$ cat src/rtl/e203_flush_pkg.sv
// Shared types and constants for the EXU flush arbiter.
package e203_flush_pkg;

    typedef enum logic [1:0] {
        IDLE  = 2'd0,
        HOLD  = 2'd1,
        DRAIN = 2'd2
    } flush_state_e;

    localparam int SRC_EXCP = 0;
    localparam int SRC_BRCH = 1;
    localparam int SRC_DBG  = 2;

    localparam int DEF_N_SRC = 3;
    localparam int DEF_PC_W  = 32;
    localparam int DEF_CNT_W = 16;

    function automatic int idw(input int n);
        return (n > 1) ? $clog2(n) : 1;
    endfunction

endpackage

$ cat src/rtl/e203_prio_pick.sv
// Fixed-priority picker: lowest set index wins. Also reports the mask of
// all positions strictly above the winner.
module e203_prio_pick
    import e203_flush_pkg::*;
#(
    parameter int N_SRC = DEF_N_SRC
) (
    input  logic [N_SRC-1:0]        i_req,
    output logic                    o_valid,
    output logic [N_SRC-1:0]        o_onehot,
    output logic [idw(N_SRC)-1:0]   o_idx,
    output logic [N_SRC-1:0]        o_above
);

    localparam int ID_W = idw(N_SRC);

    logic w_found;

    // Scan upward; once a winner is found every later bit lands in o_above.
    always_comb begin
        w_found  = 1'b0;
        o_onehot = '0;
        o_idx    = '0;
        o_above  = '0;
        for (int i = 0; i < N_SRC; i++) begin
            if (!w_found && i_req[i]) begin
                o_onehot[i] = 1'b1;
                o_idx       = ID_W'(i);
                w_found     = 1'b1;
            end else begin
                o_above[i]  = w_found;
            end
        end
        o_valid = w_found;
    end

endmodule

$ cat src/rtl/e203_exu_flush_arb.sv
// Commit-stage flush arbiter: latches one winner's flush-PC operands and
// holds them on the IFU flush interface until acknowledged.
module e203_exu_flush_arb
    import e203_flush_pkg::*;
#(
    parameter int N_SRC = DEF_N_SRC,
    parameter int PC_W  = DEF_PC_W,
    parameter int CNT_W = DEF_CNT_W
) (
    input  logic                      clk,
    input  logic                      rst,
    input  logic [N_SRC-1:0]          src_req,
    input  logic [N_SRC*PC_W-1:0]     src_op1,
    input  logic [N_SRC*PC_W-1:0]     src_op2,
    input  logic [N_SRC-1:0]          src_kill_younger,
    output logic [N_SRC-1:0]          src_ack,
    output logic                      pipe_flush_req,
    output logic [PC_W-1:0]           pipe_flush_add_op1,
    output logic [PC_W-1:0]           pipe_flush_add_op2,
    input  logic                      pipe_flush_ack,
    output logic                      flush_pulse,
    output logic [idw(N_SRC)-1:0]     flush_src_id,
    output logic                      flush_busy,
    output logic [CNT_W-1:0]          flush_cnt
);

    localparam int ID_W = idw(N_SRC);

    flush_state_e       r_state;
    flush_state_e       w_state_nxt;

    logic               w_pick_vld;
    logic [N_SRC-1:0]   w_pick_oh;
    logic [ID_W-1:0]    w_pick_idx;
    logic [N_SRC-1:0]   w_pick_above;
    logic               w_kill_sel;
    logic [PC_W-1:0]    w_op1;
    logic [PC_W-1:0]    w_op2;
    logic               w_latch;
    logic               w_accept;

    logic [PC_W-1:0]    r_op1;
    logic [PC_W-1:0]    r_op2;
    logic [ID_W-1:0]    r_id;
    logic [N_SRC-1:0]   r_win_oh;
    logic [N_SRC-1:0]   r_kill_mask;
    logic [N_SRC-1:0]   r_ack;
    logic               r_req;
    logic               r_pulse;
    logic               r_busy;
    logic [CNT_W-1:0]   r_cnt;

    e203_prio_pick #(
        .N_SRC    (N_SRC)
    ) u_pick (
        .i_req    (src_req),
        .o_valid  (w_pick_vld),
        .o_onehot (w_pick_oh),
        .o_idx    (w_pick_idx),
        .o_above  (w_pick_above)
    );

    assign w_kill_sel = |(src_kill_younger & w_pick_oh);
    assign w_latch    = (r_state == IDLE) && w_pick_vld;
    assign w_accept   = (r_state == HOLD) && pipe_flush_ack;

    // One-hot AND-OR mux of the winning source's operands.
    always_comb begin
        w_op1 = '0;
        w_op2 = '0;
        for (int i = 0; i < N_SRC; i++) begin
            w_op1 = w_op1 | (src_op1[i*PC_W +: PC_W] & {PC_W{w_pick_oh[i]}});
            w_op2 = w_op2 | (src_op2[i*PC_W +: PC_W] & {PC_W{w_pick_oh[i]}});
        end
    end

    // Next-state logic; acks outside HOLD are ignored.
    always_comb begin
        w_state_nxt = r_state;
        case (r_state)
            IDLE: begin
                if (w_pick_vld) begin
                    w_state_nxt = HOLD;
                end else begin
                    w_state_nxt = IDLE;
                end
            end
            HOLD: begin
                if (pipe_flush_ack) begin
                    w_state_nxt = DRAIN;
                end else begin
                    w_state_nxt = HOLD;
                end
            end
            DRAIN:   w_state_nxt = IDLE;
            default: w_state_nxt = IDLE;
        endcase
    end

    // State, latched winner and registered outputs.
    always_ff @(posedge clk) begin
        if (rst) begin
            r_state     <= IDLE;
            r_op1       <= '0;
            r_op2       <= '0;
            r_id        <= '0;
            r_win_oh    <= '0;
            r_kill_mask <= '0;
            r_ack       <= '0;
            r_req       <= 1'b0;
            r_pulse     <= 1'b0;
            r_busy      <= 1'b0;
            r_cnt       <= '0;
        end else begin
            r_state <= w_state_nxt;
            r_req   <= (w_state_nxt == HOLD);
            r_busy  <= (w_state_nxt != IDLE);
            r_pulse <= w_accept;
            // Kill-acks only reach younger sources still requesting at accept time.
            r_ack   <= w_accept ? (r_win_oh | (r_kill_mask & src_req)) : '0;
            if (w_latch) begin
                r_op1       <= w_op1;
                r_op2       <= w_op2;
                r_id        <= w_pick_idx;
                r_win_oh    <= w_pick_oh;
                r_kill_mask <= w_kill_sel ? w_pick_above : '0;
            end
            if (w_accept && (r_cnt != '1)) begin
                r_cnt <= r_cnt + CNT_W'(1'b1);
            end
        end
    end

    assign src_ack            = r_ack;
    assign pipe_flush_req     = r_req;
    assign pipe_flush_add_op1 = r_op1;
    assign pipe_flush_add_op2 = r_op2;
    assign flush_pulse        = r_pulse;
    assign flush_src_id       = r_id;
    assign flush_busy         = r_busy;
    assign flush_cnt          = r_cnt;

endmodule

$ cat config.mk
export PLATFORM = sky130hd
export DESIGN_NAME = e203_exu_flush_arb
export DESIGN_NICKNAME = d
export VERILOG_FILES = /design/src/rtl/e203_flush_pkg.sv /design/src/rtl/e203_prio_pick.sv /design/src/rtl/e203_exu_flush_arb.sv
export SDC_FILE = /design/constraint.sdc
export NUM_CORES = 1
export LEC_CHECK = 0
export CORE_MARGIN = 4
export CORE_UTILIZATION = 36
export CTS_CLUSTER_SIZE = 24
export DETAILED_ROUTE_END_ITERATION = 10
export PLACE_DENSITY = 0.88
export SETUP_SLACK_MARGIN = 0.5
export SYNTH_ARGS = -nofsm -noshare
export SYNTH_HDL_FRONTEND = slang
export SYNTH_HIERARCHICAL = 1
export SYNTH_SLANG_ARGS = --single-unit
$ cat constraint.sdc
create_clock -name clk -period 1.85 [get_ports clk]
set_input_delay 0.2775 -clock clk [delete_from_list [all_inputs] [get_ports clk]]
set_output_delay 0.2775 -clock clk [all_outputs]
set_load 0.01 [all_outputs]
==> Word level (Yosys, flattened, before mapping) <==
Cells that the tools add are included.
Widths: inputs -> output; s select.
{ "totals": {"register_bits": 96, "input_bits": 201, "elab_cells": 53, "output_inout_bits": 88} }
{ "op_classes": {"n_reduce_logical": 11, "n_mux": 13, "add_sub_neg": 1, "n_eq_ne": 3, "bitwise_logic": 14} }
{ "ops": {"columns": ["op", "n"], "rows": [
  ["$and 32x32->32", 6],
  ["$or 32x32->32", 4],
  ["$add 16x1->16 const B", 1],
  ["$ne 16x16->1 const B", 1],
  ["$mux 1", 9],
  ["$and 3x3->3", 2],
  ["$logic_and 1x1->1", 5],
  ["$eq 2x1->1 const B", 2],
  ["$mux 2", 2],
  ["$pmux 2 s2", 1],
  ["$mux 3", 1],
  ["$or 3x3->3", 1],
  ["$reduce_or 3->1", 1],
  ["$logic_not 1->1", 2],
  ["$logic_not 2->1", 1],
  ["$reduce_bool 2->1", 1],
  ["$reduce_or 2->1", 1],
  ["$not 1->1", 1]
]} }

==> Longest topological paths before layout <==
{ "logic_depth": {"ltp_word": 10, "mapped_depth": 7, "ltp_nobuf": 5} }

==> By module <==
The synthesis kept the hierarchy.
{ "modules_own_cells": {"columns": ["mod", "area_per_inst_um2", "seq_area_each_um2", "cells_each", "instances"], "rows": [
  ["e203_exu_flush_arb", 4205.3, 1901.8, 454, 1],
  ["e203_prio_pick", 63.8, 0.0, 10, 1]
]} }

==> Worst setup path before layout <==
No wires, ideal clock.
{ "synth_path": {"path_type": "register -> register", "startpoint": "register r_cnt[0], in the netlist flush_cnt[0]", "endpoint": "register r_cnt[8], in the netlist flush_cnt[8]", "stages_incl_launch_ff": 6, "t_required_ps": 1780, "setup_time_ps": 70, "period_less_slack_ps": 1707, "t_arrival_ps": 1637, "setup_slack_ps": 143, "n_path_buf": 0, "path_cell_list": "dfxtp_1 -> ha_1 -> and4_4 -> nand2_4 -> or4_1 -> a21oi_1"} }
{ "synth_between": {"elab_chain_cells": 2, "word_cells_on_any_way": 3, "cone_classes": "add/sub (1); eq/ne (1); reduce/logical (1)"} }
{ "synth_lines": {"columns": ["element", "line", "source"], "rows": [
  ["from (decl)", "e203_exu_flush_arb.sv:51", "logic [CNT_W-1:0] r_cnt;"],
  ["from (signal assigned)", "e203_exu_flush_arb.sv:129", "r_cnt <= r_cnt + CNT_W'(1'b1);"],
  ["parallel branches: the longest is 2 deep, another holds $add 16x1->16", null, null]
]} }
Several ways; the timed one is not identified.
A chain may end at the register's enable or synchronous reset.

==> Worst setup path after layout <==
{ "layout_path": {"startpoint": "register r_cnt[12], in the netlist flush_cnt[12]", "endpoint": "register r_cnt[3], in the netlist flush_cnt[3]"} }
{ "layout_between": {"elab_chain_cells": 2} }
{ "layout_lines": {"columns": ["element", "line", "source"], "rows": [
  ["$ne 16x16->1", "e203_exu_flush_arb.sv:128", "if (w_accept && (r_cnt != '1)) begin"],
  ["$logic_and 1x1->1", "e203_exu_flush_arb.sv:128", null]
]} }
Every way passes these cells.

==> flow_metrics.tcl <==
set metrics [dict create \
    grt_pass1_wl_mm 30.62 \
    yosys.area.top_type "dfxtp_1" \
    yosys.area.top_type_share 0.4455 \
    p_leak_nw 3.748 \
    grt_pass1_vias 5671 \
    grt_antenna_before_repair 0 \
    tns_ns 0 \
    overflow 0 \
    die-area_um2 13660 \
    hold_buffers 0 \
    final-seq-area_um2 1954 \
    crit_start "flush_cnt[12]" \
    hold_path.class "in -> reg" \
    ios 289 \
    synth_nets 666 \
    crit_type "reg -> reg" \
    ys_warn_count 6 \
    fin_crit_sh 0.8455 \
    cts_buffer_depth 2 \
    hpwlAfterDp_mm 13.26 \
    cap_violations 0 \
    postSynthCellCount 464 \
    maxSlewHeadroom 0.6061 \
    synthFlopType "dfxtp_1" \
    htree_levels 3 \
    ys_types 47 \
    multiInputGateArea_um2 2835 \
    pre_cts_ws_ns -0.1491 \
    reg2reg_slack_ns 0.29 \
    ir_drop_uv 427.1 \
    critPathArrivalTime_ns 1.79 \
    worstRegToRegCells 6 \
    fmax_ghz 0.6393 \
    core-area_um2 11520 \
    nFillCells 599 \
    reg2reg_from "flush_cnt[12]" \
    cts_sinks 95 \
    initial_utilization 0.3707 \
    whs_path_depth 3 \
    startpoint_type "flop" \
    yosysSeqAreaShare 0.4455 \
    critPathMaxFanout 3 \
    clk_latency_ns 0.34 \
    dieHeight_um 116.9 \
    die_w_um 116.9 \
    async_flop_share 0 \
    routedWlPerCell_um 24.36 \
    synth_area_per_cell_um2 9.201 \
    placementRows 39 \
    num_antenna_cells 0 \
    cts_buffers 9 \
    drc_errors 0 \
    drt-total-wl_mm 23.09 \
    ys_ff_latch 95 \
    p_per_area_nw_per_um2 685.1 \
    mostFrequentLayoutCells "clkdlybuf4s50_1 (195), dlygate4sd2_1 (82), dfxtp_1 (77)" \
    io_buffers 288 \
    fin_skew_ns 0.01330 \
    crit_end "flush_cnt[3]" \
    num_vias 5883 \
    final_max_slew_viol_count 0 \
    period_needed_ns 1.564 \
    nets 1002 \
    tightest_slew_ns 0.5908 \
    avgViaCountPerCell 6.206 \
    setup_violations 0 \
    synth_area_um2 4269 \
    drtIter0Drc 794 \
    grtUsageTotal 0.2882 \
    synth_edf_count 0 \
    drt_pass1_iterations 9 \
    hold_viol 0 \
    status "completed" \
    final_common_cell "clkdlybuf4s50_1" \
    clkTransAtPathRegs_ns 0.08 \
    reg2reg_to "flush_cnt[3]" \
    grt_max_degree 48 \
    ant_nets 0 \
    grt_setup_unrepaired "yes" \
    synthTopCellsByArea "dfxtp_1 (45%), a222oi_1 (15%), a211oi_1 (12%)" \
    syn_to_final_growth_pct 119.8 \
    end_kind "flop" \
    power_w 0.006428 \
    cts_tree "done" \
    final_layout_size_suffix_gt1_frac 0.3354 \
    gp_congestion 0.8972 \
    cts-root-buf "clkbuf_16" \
    worst_slack_ns 0.2858 \
    worstPathRequired_ns 2.08 \
]
## power by group
group	switching [W]	internal [W]
sequential	0.000135	0.00221
clock	0.000866	0.00106
combinational	0.000911	0.00124
total	0.00191	0.00452
## kinds of logic after synthesis
family,count (synthesis),synth area share
AOI/OAI and AO/OA,166,0.3192
adders and majority gates,1,0.002930
buffers and inverters,59,0.05920
DFF,95,0.4455
muxes,4,0.009965
other,1,0.0008784
and+or+nand+nor,138,0.1624
## repair_timing
item | 4_1_cts | 5_1_grt
setup endpoints to repair | 177 | 84
buffers inserted | 34 | 9
pin swaps | 34 | 75
gates resized for setup | 185 | 109
gates cloned | 12 | 4
## worst max-delay path: stages, from the launching register on
cell and delay [ns]:
dfxtp_2 0.34, nand4_1 0.12, buf_4 0.17, nor3_4 0.30
buf_6 0.15, a211oi_4 0.05, mux2_4 0.31
## worst min-delay path by stage
stage | start | endpoint | slack [ns]
after global routing | src_req[2] | src_ack[2] | 0.31
after detailed placement | r_kill_mask[1] | r_kill_mask[1] | 0.45
after global placement | r_kill_mask[1] | r_kill_mask[1] | 0.44
after CTS | src_req[2] | src_ack[2] | 0.29
after floorplan | r_kill_mask[1] | r_kill_mask[1] | 0.43
final | src_req[2] | src_ack[2] | 0.30
## per-layer routing
metal / vias up / track usage / routed length [um]
met4: 0 / 0.1116 / 940
met2: 411 / 0.5135 / 11660
li1: 2549 / - / -
met1: 2842 / 0.3352 / 8341
met3: 81 / 0.06530 / 2154
met5: - / 0 / 0
## layout make-up
type	instances	share of cell area
clock buffer	9	0.02400
clock inverter	7	0.008268
inverter	5	0.002000
multi-input combinational	310	0.3022
sequential	95	0.2083
tap	143	0.01907
timing repair buffer	379	0.4362
## registers in the layout, indices dropped and copies added, names as in the netlist
name	count
flush_busy	1
flush_cnt	16
flush_src_id	2
pipe_flush_add_op1	32
pipe_flush_add_op2	32
pipe_flush_req	1
r_kill_mask	3
r_state	2
r_win_oh	3
src_ack	3
## cells in the mapped netlist, types with 2 or more instances
cell type / number
mux2i_1: 2
nor3b_1: 2
nand3_1: 6
nand4_1: 2
buf_1: 3
nor2b_1: 3
o31ai_1: 5
a222oi_1: 64
nor2_1: 68
buf_2: 13
or4_1: 5
nor3_1: 10
a41oi_1: 2
and4_1: 3
a211oi_1: 66
dfxtp_1: 95
buf_4: 4
mux2_2: 2
nand2b_1: 2
nand2_1: 19
or3_1: 3
inv_1: 5
a21oi_1: 21
clkbuf_1: 34
a311oi_1: 2
nor4_1: 2
## metrics by stage
| step | utilization | hold slack [ns] | cells | area (um2) |
|---|---|---|---|---|
| 6_report | 0.8148 | 0.2966 | 948 | 9383 |
| 5_1_grt | 0.8148 | 0.3100 | 948 | 9383 |
| 4_1_cts | 0.7641 | 0.2888 | 935 | 8800 |
| 3_5_place_dp | 0.6669 | 0.4496 | 873 | 7680 |
| 3_3_place_gp | 0.6669 | 0.4418 | 873 | 7680 |
| 2_1_floorplan | - | 0.4323 | 464 | 4577 |
Note: power is estimated with default switching activity, not from simulation.
